`src/rtl/conv_window_seq_if.sv`:
```
// Pixel handshake, frame control and status bundle for conv_window_seq.
// stall_cnt exists only when CONV_WINDOW_SEQ_STALL_CNT_EN is defined.
interface conv_window_seq_if #(
  parameter int DIM_W = 10
);
  logic             start;
  logic [DIM_W-1:0] cfg_width;
  logic [DIM_W-1:0] cfg_height;
  logic             pixel_in_valid;
  logic             pixel_in_ready;
  logic             win_ready;
  logic             acc_clear;
  logic             out_valid;
  logic             busy;
  logic             frame_done;
  logic             cfg_err;
  logic [1:0]       current_state;
`ifdef CONV_WINDOW_SEQ_STALL_CNT_EN
  logic [15:0]      stall_cnt;
`endif

  modport master (
    output start, cfg_width, cfg_height, pixel_in_valid,
    input  pixel_in_ready, win_ready, acc_clear, out_valid, busy,
           frame_done, cfg_err, current_state
`ifdef CONV_WINDOW_SEQ_STALL_CNT_EN
    , stall_cnt
`endif
  );

  modport slave (
    input  start, cfg_width, cfg_height, pixel_in_valid,
    output pixel_in_ready, win_ready, acc_clear, out_valid, busy,
           frame_done, cfg_err, current_state
`ifdef CONV_WINDOW_SEQ_STALL_CNT_EN
    , stall_cnt
`endif
  );
endinterface

```
`src/rtl/conv_window_seq.sv`:
```
// 3x3 convolution window sequencer: raster pixel counting, window strobes, MAC drain.
// Optional stall counter enabled by defining CONV_WINDOW_SEQ_STALL_CNT_EN.
//
// state | meaning
// IDLE  | waiting for a start with a valid (>=3x3) config
// LOAD  | filling the first two rows + two pixels; no windows yet
// RUN   | every accepted pixel at row>=2, col>=2 completes a window
// DRAIN | input closed, flushing PIPE_LAT MAC stages before frame_done
module conv_window_seq #(
  parameter int PIPE_LAT = 2,
  parameter int DIM_W    = 10
) (
  input  logic               clk,
  input  logic               reset_n,
  conv_window_seq_if.slave   bus
);

  typedef enum logic [1:0] {
    IDLE  = 2'd0,
    LOAD  = 2'd1,
    RUN   = 2'd2,
    DRAIN = 2'd3
  } state_t;

  localparam logic [DIM_W-1:0] D1 = DIM_W'(1);
  localparam logic [DIM_W-1:0] D2 = DIM_W'(2);
  localparam logic [DIM_W-1:0] D3 = DIM_W'(3);
  localparam logic [2:0]       DRAIN_LD = 3'(PIPE_LAT);

  state_t              state_q, state_d;
  logic [DIM_W-1:0]    width_q, width_d, height_q, height_d;
  logic [DIM_W-1:0]    col_q, col_d, row_q, row_d;
  logic                win_q, win_d, done_q, done_d, err_q, err_d;
  logic [2:0]          drain_q, drain_d;
  logic [PIPE_LAT-1:0] dly_q, dly_d;

  logic in_ready, accept, cfg_ok, start_seen, start_acc, at_last, win_pos;

  assign in_ready   = (state_q == LOAD) || (state_q == RUN);
  assign accept     = bus.pixel_in_valid & in_ready;
  assign cfg_ok     = (bus.cfg_width >= D3) && (bus.cfg_height >= D3);
  // A start coinciding with the frame_done pulse is deliberately ignored.
  assign start_seen = (state_q == IDLE) && bus.start && !done_q;
  assign start_acc  = start_seen && cfg_ok;
  assign at_last    = (row_q == height_q - D1) && (col_q == width_q - D1);
  assign win_pos    = (row_q >= D2) && (col_q >= D2);

  always_comb begin
    state_d  = state_q;
    width_d  = width_q;
    height_d = height_q;
    col_d    = col_q;
    row_d    = row_q;
    drain_d  = drain_q;
    err_d    = err_q;
    win_d    = 1'b0;
    done_d   = 1'b0;
    dly_d    = dly_q << 1;
    dly_d[0] = win_q;

    case (state_q)
      IDLE: begin
        if (start_acc) begin
          width_d  = bus.cfg_width;
          height_d = bus.cfg_height;
          col_d    = '0;
          row_d    = '0;
          err_d    = 1'b0;
          state_d  = LOAD;
        end else if (start_seen) begin
          err_d = 1'b1;
        end
      end
      LOAD, RUN: begin
        if (accept) begin
          win_d = win_pos;
          if (col_q == width_q - D1) begin
            col_d = '0;
            row_d = row_q + D1;
          end else begin
            col_d = col_q + D1;
          end
          // A 3x3 frame's first window is also its last pixel: go straight to DRAIN.
          if (at_last) begin
            state_d = DRAIN;
            drain_d = DRAIN_LD;
          end else if (state_q == LOAD && row_q == D2 && col_q == D2) begin
            state_d = RUN;
          end
        end
      end
      DRAIN: begin
        if (drain_q == 3'd0) begin
          state_d = IDLE;
          done_d  = 1'b1;
        end else begin
          drain_d = drain_q - 3'd1;
        end
      end
      default: state_d = IDLE;
    endcase
  end

  always_ff @(posedge clk or negedge reset_n) begin
    if (!reset_n) begin
      state_q  <= IDLE;
      width_q  <= '0;
      height_q <= '0;
      col_q    <= '0;
      row_q    <= '0;
      drain_q  <= '0;
      err_q    <= 1'b0;
      win_q    <= 1'b0;
      done_q   <= 1'b0;
      dly_q    <= '0;
    end else begin
      state_q  <= state_d;
      width_q  <= width_d;
      height_q <= height_d;
      col_q    <= col_d;
      row_q    <= row_d;
      drain_q  <= drain_d;
      err_q    <= err_d;
      win_q    <= win_d;
      done_q   <= done_d;
      dly_q    <= dly_d;
    end
  end

`ifdef CONV_WINDOW_SEQ_STALL_CNT_EN
  logic [15:0] stall_q;

  always_ff @(posedge clk or negedge reset_n) begin
    if (!reset_n) begin
      stall_q <= '0;
    end else if (start_acc) begin
      stall_q <= '0;
    end else if (in_ready && !bus.pixel_in_valid && stall_q != 16'hFFFF) begin
      stall_q <= stall_q + 16'd1;
    end
  end

  assign bus.stall_cnt = stall_q;
`endif

  assign bus.pixel_in_ready = in_ready;
  assign bus.win_ready      = win_q;
  assign bus.acc_clear      = ~win_q;
  assign bus.out_valid      = dly_q[PIPE_LAT-1];
  assign bus.busy           = (state_q != IDLE);
  assign bus.frame_done     = done_q;
  assign bus.cfg_err        = err_q;
  assign bus.current_state  = state_q;

endmodule

```
`src/flat_wrapper.sv`:
```
// flat-port wrapper written by rule: the top's interface ports become plain ports
module conv_window_seq_flat 
#(
  parameter int PIPE_LAT = 2,
  parameter int DIM_W    = 10
)
  (clk, reset_n, bus_start, bus_cfg_width, bus_cfg_height, bus_pixel_in_valid, bus_pixel_in_ready, bus_win_ready, bus_acc_clear, bus_out_valid, bus_busy, bus_frame_done, bus_cfg_err, bus_current_state);
  conv_window_seq_if #(.DIM_W(DIM_W)) bus_i ();
  input  logic clk;
  input  logic reset_n;
  input wire logic [$bits(bus_i.start)-1:0] bus_start;
  input wire logic [$bits(bus_i.cfg_width)-1:0] bus_cfg_width;
  input wire logic [$bits(bus_i.cfg_height)-1:0] bus_cfg_height;
  input wire logic [$bits(bus_i.pixel_in_valid)-1:0] bus_pixel_in_valid;
  output wire logic [$bits(bus_i.pixel_in_ready)-1:0] bus_pixel_in_ready;
  output wire logic [$bits(bus_i.win_ready)-1:0] bus_win_ready;
  output wire logic [$bits(bus_i.acc_clear)-1:0] bus_acc_clear;
  output wire logic [$bits(bus_i.out_valid)-1:0] bus_out_valid;
  output wire logic [$bits(bus_i.busy)-1:0] bus_busy;
  output wire logic [$bits(bus_i.frame_done)-1:0] bus_frame_done;
  output wire logic [$bits(bus_i.cfg_err)-1:0] bus_cfg_err;
  output wire logic [$bits(bus_i.current_state)-1:0] bus_current_state;
  assign bus_i.start = bus_start;
  assign bus_i.cfg_width = bus_cfg_width;
  assign bus_i.cfg_height = bus_cfg_height;
  assign bus_i.pixel_in_valid = bus_pixel_in_valid;
  assign bus_pixel_in_ready = bus_i.pixel_in_ready;
  assign bus_win_ready = bus_i.win_ready;
  assign bus_acc_clear = bus_i.acc_clear;
  assign bus_out_valid = bus_i.out_valid;
  assign bus_busy = bus_i.busy;
  assign bus_frame_done = bus_i.frame_done;
  assign bus_cfg_err = bus_i.cfg_err;
  assign bus_current_state = bus_i.current_state;
  conv_window_seq #(.PIPE_LAT(PIPE_LAT), .DIM_W(DIM_W)) u_core (.clk(clk), .reset_n(reset_n), .bus(bus_i));
endmodule
```
`config.mk`:
```
export PLATFORM = sky130hd
export DESIGN_NAME = conv_window_seq_flat
export DESIGN_NICKNAME = d
export VERILOG_FILES = /design/src/rtl/conv_window_seq_if.sv /design/src/rtl/conv_window_seq.sv /design/src/flat_wrapper.sv
export SDC_FILE = /design/constraint.sdc
export NUM_CORES = 1
export LEC_CHECK = 0
export CELL_PAD_IN_SITES_DETAIL_PLACEMENT = 1
export CELL_PAD_IN_SITES_GLOBAL_PLACEMENT = 2
export CORE_MARGIN = 2
export CORE_UTILIZATION = 32
export DETAILED_ROUTE_END_ITERATION = 16
export GPL_TIMING_DRIVEN = 0
export HOLD_SLACK_MARGIN = 0.1
export PLACE_DENSITY = 0.74
export SYNTH_ARGS = -nofsm -noshare
export SYNTH_HDL_FRONTEND = slang
export SYNTH_SLANG_ARGS = --single-unit
```
`constraint.sdc`:
```
create_clock -name clk -period 2.4 [get_ports clk]
set_input_delay 0.24 -clock clk [delete_from_list [all_inputs] [get_ports clk]]
set_output_delay 0.24 -clock clk [all_outputs]
set_load 0.02 [all_outputs]
```
# [After elaboration in Yosys (flattened, before gate mapping)]
# Cells that the tools add are included.
[totals] word_cells=81 out_inout_bits=9 register_bits=50 inputBits=24
[op_classes] n_eq_ne=14 reduce_logical=23 muxes=23 n_addsub=5 order_cmp=4 bitwise=2
[op_table] op="$mux W10" count=5
[op_table] op="$ge A10 B2 Y1 const B" count=4
[op_table] op="$pmux W10 S2" count=2
[op_table] op="$add A10 B1 Y10 const B" count=2
[op_table] op="$eq A10 B10 Y1" count=2
[op_table] op="$eq A10 B2 Y1 const B" count=2
[op_table] op="$sub A10 B1 Y10 const B" count=2
[op_table] op="$reduce_and A4 Y1" count=3
[op_table] op="$mux W2" count=5
[op_table] op="$ne A2 B1 Y1 const B" count=5
[op_table] op="$mux W3" count=3
[op_table] op="$logic_and A1 B1 Y1" count=8
[op_table] op="$reduce_bool A2 Y1" count=4
[op_table] op="$mux W1" count=6
[op_table] op="$pmux W2 S3" count=1
[op_table] op="$pmux W3 S2" count=1
[op_table] op="$eq A2 B2 Y1 const B" count=2
[op_table] op="$reduce_and A2 Y1" count=2
[op_table] op="$logic_not A3 Y1" count=1
[op_table] op="$ne A3 B1 Y1 const B" count=1
[op_table] op="$reduce_and A3 Y1" count=1
[op_table] op="$sub A3 B1 Y3 const B" count=1
[op_table] op="$eq A2 B1 Y1 const B" count=1
[op_table] op="$logic_not A2 Y1" count=1
[op_table] op="other kinds (6)" count=6

# [Logic depth before layout (Yosys ltp)]
[depth] ltp_word=7 mapped_depth=11 mapped_depth_nobuf=9

# [Worst setup path after synthesis]
# Ideal clock, no wire load.
[synth_timing] kind="register to register" from="register u_core.state_q[1], in the netlist u_core.bus.current_state[1]" to="register u_core.col_q[6]" slack_ns=-0.295 stages_incl_launch_ff=11 period_less_slack_ns=2.695 setup_time_ns=0.121 arrival_ns=2.574 n_path_buf=3 cell_sequence="dfrtp_1 -> inv_1 -> ha_1 -> clkbuf_1 -> nor2b_1 -> o21bai_1 -> a21o_1 -> clkbuf_1 -> buf_1 -> o21ai_0 -> a22o_1"
[synth_between] elab_cells_between_ends=14 cone_classes="4 x eq/ne; 1 x mux; 1 x bitwise; 8 x reduce/logical"
[synth_lines] item="start: declaration" line_no="conv_window_seq.sv:30" rtl="state_t state_q, state_d;"
[synth_lines] item="start signal: assignment" line_no="conv_window_seq.sv:117" rtl="state_q <= state_d;"
[synth_lines] item="$eq A2 B1 Y1 / $eq A2 B2 Y1 (equally long branches)" line_no="conv_window_seq.sv:39" rtl="assign in_ready = (state_q == LOAD) || (state_q == RUN);"
[synth_lines] item="$logic_or A1 B1 Y1 (*)" line_no="conv_window_seq.sv:39"
[synth_lines] item="named net bus_pixel_in_ready" line_no="flat_wrapper.sv:15" rtl="output wire logic [$bits(bus_i.pixel_in_ready)-1:0] bus_pixel_in_ready;"
[synth_lines] item="$and A1 B1 Y1 (*)" line_no="conv_window_seq.sv:40" rtl="assign accept = bus.pixel_in_valid & in_ready;"
[synth_lines] item="$ne A2 B1 Y1 (no source line) (*)"
[synth_lines] item="$reduce_and A3 Y1 (no source line) (*)"
[synth_lines] item="end signal: assignment" line_no="conv_window_seq.sv:120" rtl="col_q <= col_d;"
[synth_lines] item="end: declaration" line_no="conv_window_seq.sv:32" rtl="logic [DIM_W-1:0] col_q, col_d, row_q, row_d;"
# The timed path passes the listed nets; every way through them passes the cells marked *.
# A chain may end at the register's enable or synchronous reset.

# [Worst setup path after layout]
[layout_timing] from="register u_core.width_q[4]" to="register u_core.row_q[2]"
[layout_between] elab_chain_len=4
[layout_lines] item="start: declaration" line_no="conv_window_seq.sv:31" rtl="logic [DIM_W-1:0] width_q, width_d, height_q, height_d;"
[layout_lines] item="start signal: assignment" line_no="conv_window_seq.sv:118" rtl="width_q <= width_d;"
[layout_lines] item="$sub A10 B1 Y10" line_no="conv_window_seq.sv:77" rtl="if (col_q == width_q - D1) begin"
[layout_lines] item="$eq A10 B10 Y1" line_no="conv_window_seq.sv:77"
[layout_lines] item="$ne A2 B1 Y1 (no source line)"
[layout_lines] item="$reduce_and A4 Y1 (no source line)"
[layout_lines] item="end signal: assignment" line_no="conv_window_seq.sv:121" rtl="row_q <= row_d;"
[layout_lines] item="end: declaration" line_no="conv_window_seq.sv:32"
# No other way between the ends.

==> summary.txt <==
CP arrival -> 2.91 ns
Gate Count Post-Synth -> 353
Pre-CTS setup slack -> -0.444 ns
Crit share post-route -> 1.11
RSZ-0062 raised after global routing -> yes
Vias per cell -> 5.26
First-pass GRT wire length -> 15300 um
Final non-filler cell total -> 544
Largest net degree at the start of global routing -> 33
Predominant post-synthesis flop cell -> dfrtp_1
Post-route DRC -> 0
Root buffer cell -> clkbuf_8
CP startpoint kind -> register
Crit end category -> register
Die X -> 105 um
Post-synth EDFFs -> 0
RePlAce Congestion -> 0.815
R2R Path End -> u_core.row_q[2]
Status -> finished, violations left
Core Box Area -> 9860 sq um
Most frequent cells in the layout -> dfrtp_1 (44), clkdlybuf4s50_1 (31), nand2_1 (28), inv_1 (21), mux2_2 (20)
DR vias -> 2863
Worst Skew -> 0.0109 ns
# IOs -> 33
Filler cells -> 1105
Slew headroom -> 0.553
FF-to-FF path depth -> 9
Routed wire per std cell -> 17.3 um
Syn nets -> 388
CTS Buffer Depth -> 2
Worst skew pair latency -> 0.31 ns
R2r startpoint -> u_core.width_q[4]
Seq. cell area -> 1260 sq um
Sw Share -> 0.302
Synth async-reset ratio -> 1.00
Flop2flop setup slack -> -0.26 ns
Failing checks -> setup timing
Leak pwr -> 0.00184 uW
Crit. Startpoint -> u_core.width_q[4]
Area growth, synth to finish -> 33.4%
Final Slew Violations -> 0
Site Rows -> 36
Share of total power in the clock network -> 0.346
CTS buffer count -> 5
Die height -> 105 um
Share of layout cells above drive strength 1 -> 0.263
MaxCap Viol Count -> 0
DRT Pass-1 Iters -> 4
Commonest non-fill, non-tap cell in the layout -> dfrtp_1
Setup Viol. Count Final -> 22
CP max FO -> 8
Die area -> 11000 sq um
Final HPWL DP -> 6670 um
Routed Antenna Nets -> 0
Yosys warnings -> 0
Fmax -> 376 MHz
Least-Margin Pin Slew -> 0.671 ns
Flop and latch count out of synthesis -> 50
Crit-path slowest cell -> or4_4
Sequential share of the synthesized area -> 0.382
CTS Sinks -> 50
Pwr dens -> 493 nW/um^2
Switching Power -> 649 uW
Setup crit end -> u_core.row_q[2]
Final worst setup slack -> -0.257 ns
DRT Wirelength -> 9410 um
Final Critical Period -> 2.66 ns
Post-Syn Area -> 3270 sq um
Area of the multi-input gates -> 2100 sq um
Crit-path cells -> buf_6 > or4_4 > a2111oi_4 > nor2_2 > a32o_2 > or2_4 > buf_6 > or4_4 > a21oi_2
Gate power share -> 0.214
End-of-flow core utilization -> 0.442
Worst min-delay path startpoint -> u_core.dly_q[0]
Antenna violations before repair -> 0
ANT cells -> 0
Inst Count DP -> 519
Final Hold Vio Count -> 0
Worst hold path type -> reg2reg
Clock-pin slew on the worst setup and hold paths -> 0.11 ns
Power Internal -> 1500 uW
Worst path max stage delay -> 0.52 ns
Total GRT Usage -> 0.173
Nets -> 445
Sequential group share of total power -> 0.440
Port buffer count -> 32
TritonCTS clock tree -> yes
Worst Setup Path Type -> reg2reg
Vias in the first global route -> 3041
H-tree depth -> 2
Synth Area per Inst -> 9.27 sq um
CP required -> 2.65 ns
Synth unique cells -> 55
Hold_ws -> 0.364 ns
Worst VDD drop -> 0.250 mV
DRT iter0 DRCs -> 93
Initial Utilization -> 0.332
Grt ovf -> 0
-- worst min path at each step --
| stage | endpoint | cells past startpoint |
|---|---|---|
| floorplan | u_core.bus.cfg_err | 0 |
| global placement | u_core.dly_q[1] | 0 |
| detailed placement | u_core.col_q[3] | 1 |
| CTS | u_core.dly_q[1] | 0 |
| global route | u_core.dly_q[1] | 0 |
| finish | u_core.dly_q[1] | 0 |
-- power by group through the flow --
stage / sequential, uW / clock [uW] / combinational, uW
after floorplan: 940 / 0 / 253
after global placement: 958 / 0 / 364
after detailed placement: 961 / 0 / 380
after CTS: 947 / 758 / 445
after global routing: 955 / 794 / 507
final: 947 / 744 / 461
-- registers in the layout, summed over array words and instances (netlist names) --
register	count
u_core.bus.cfg_err	1
u_core.bus.current_state	2
u_core.bus.frame_done	1
u_core.bus.win_ready	1
u_core.col_q	10
u_core.dly_q	2
u_core.drain_q	3
u_core.height_q	10
u_core.row_q	10
u_core.width_q	10
-- what timing repair did --
action                     CTS  global route
setup endpoints to repair   23            25
resized for setup           41            22
gates cloned                 0             2
hold buffers                 1             0
pin swaps                   18             9
buffers inserted            12             4
hold endpoints to repair    18             0
-- cell type report --
type | instances | share of cell area
buffer | 15 | 0.0241
clock buffer | 5 | 0.0158
clock inverter | 3 | 0.0158
inverter | 23 | 0.0198
multi-input combinational | 263 | 0.482
sequential | 50 | 0.288
tap | 133 | 0.0381
timing repair buffer | 52 | 0.116
-- critical path: cells and delay by family (launching register included) --
kind / cells / cell delay [ns]
simple gates: 4 / 1.28
flops: 1 / 0.39
compound gates: 3 / 0.64
buf+inv: 2 / 0.28
-- kinds of logic (layout without fill, tap and decap cells) --
group | after synthesis | in the layout | synth area share
adders and majority gates | 11 | 11 | 0.0421
DFF | 50 | 50 | 0.382
AOI/OAI and AO/OA | 56 | 56 | 0.122
muxes | 27 | 27 | 0.0906
xor gates and xnor gates | 27 | 27 | 0.0723
buffers and inverters | 40 | 98 | 0.0497
and+or+nand+nor | 142 | 142 | 0.241
-- per-stage QoR --
| stage | setup TNS, ns | area, sq um | power [uW] |
|---|---|---|---|
| 4_1_cts | -1.97 | 4230 | 2150 |
| 2_1_floorplan | -0.0844 | 3310 | 1190 |
| 3_3_place_gp | -41.72 | 3790 | 1320 |
| 3_5_place_dp | -9.98 | 3810 | 1340 |
| 6_report | -3.19 | 4360 | 2150 |
| 5_1_grt | -5.69 | 4360 | 2260 |
-- synthesized netlist by cell type (all sizes together), types with 2 or more instances --
cell type / n / share of area
o211ai: 2 / 0.0046
buf: 7 / 0.012
o22ai: 4 / 0.0076
or2: 3 / 0.0057
or4: 8 / 0.021
mux2: 21 / 0.072
ha: 11 / 0.042
a211o: 3 / 0.0080
nand4: 3 / 0.0057
nand3b: 5 / 0.011
nand2b: 10 / 0.019
a211oi: 3 / 0.0069
xnor2: 16 / 0.043
o21ai: 13 / 0.020
nor2: 22 / 0.026
clkbuf: 10 / 0.011
a21oi: 10 / 0.015
inv: 23 / 0.026
a21o: 2 / 0.0046
a221oi: 3 / 0.0080
o311ai: 4 / 0.011
nand2: 28 / 0.032
nor4: 18 / 0.036
nor3: 8 / 0.015
a22o: 3 / 0.0080
dfrtp: 50 / 0.38
or3: 6 / 0.011
xor2: 11 / 0.029
o21a: 2 / 0.0046
mux2i: 6 / 0.018
nand3: 18 / 0.028
nor2b: 5 / 0.0096
-- layer usage --
layer	vias up	global-route usage	routed length [um]
met5	-	0	0
met4	0	0.0381	104
met3	10	0.0256	209
met2	39	0.313	4870
met1	1437	0.216	4230
li1	1377	-	-
(Power assumes the default switching activity.)
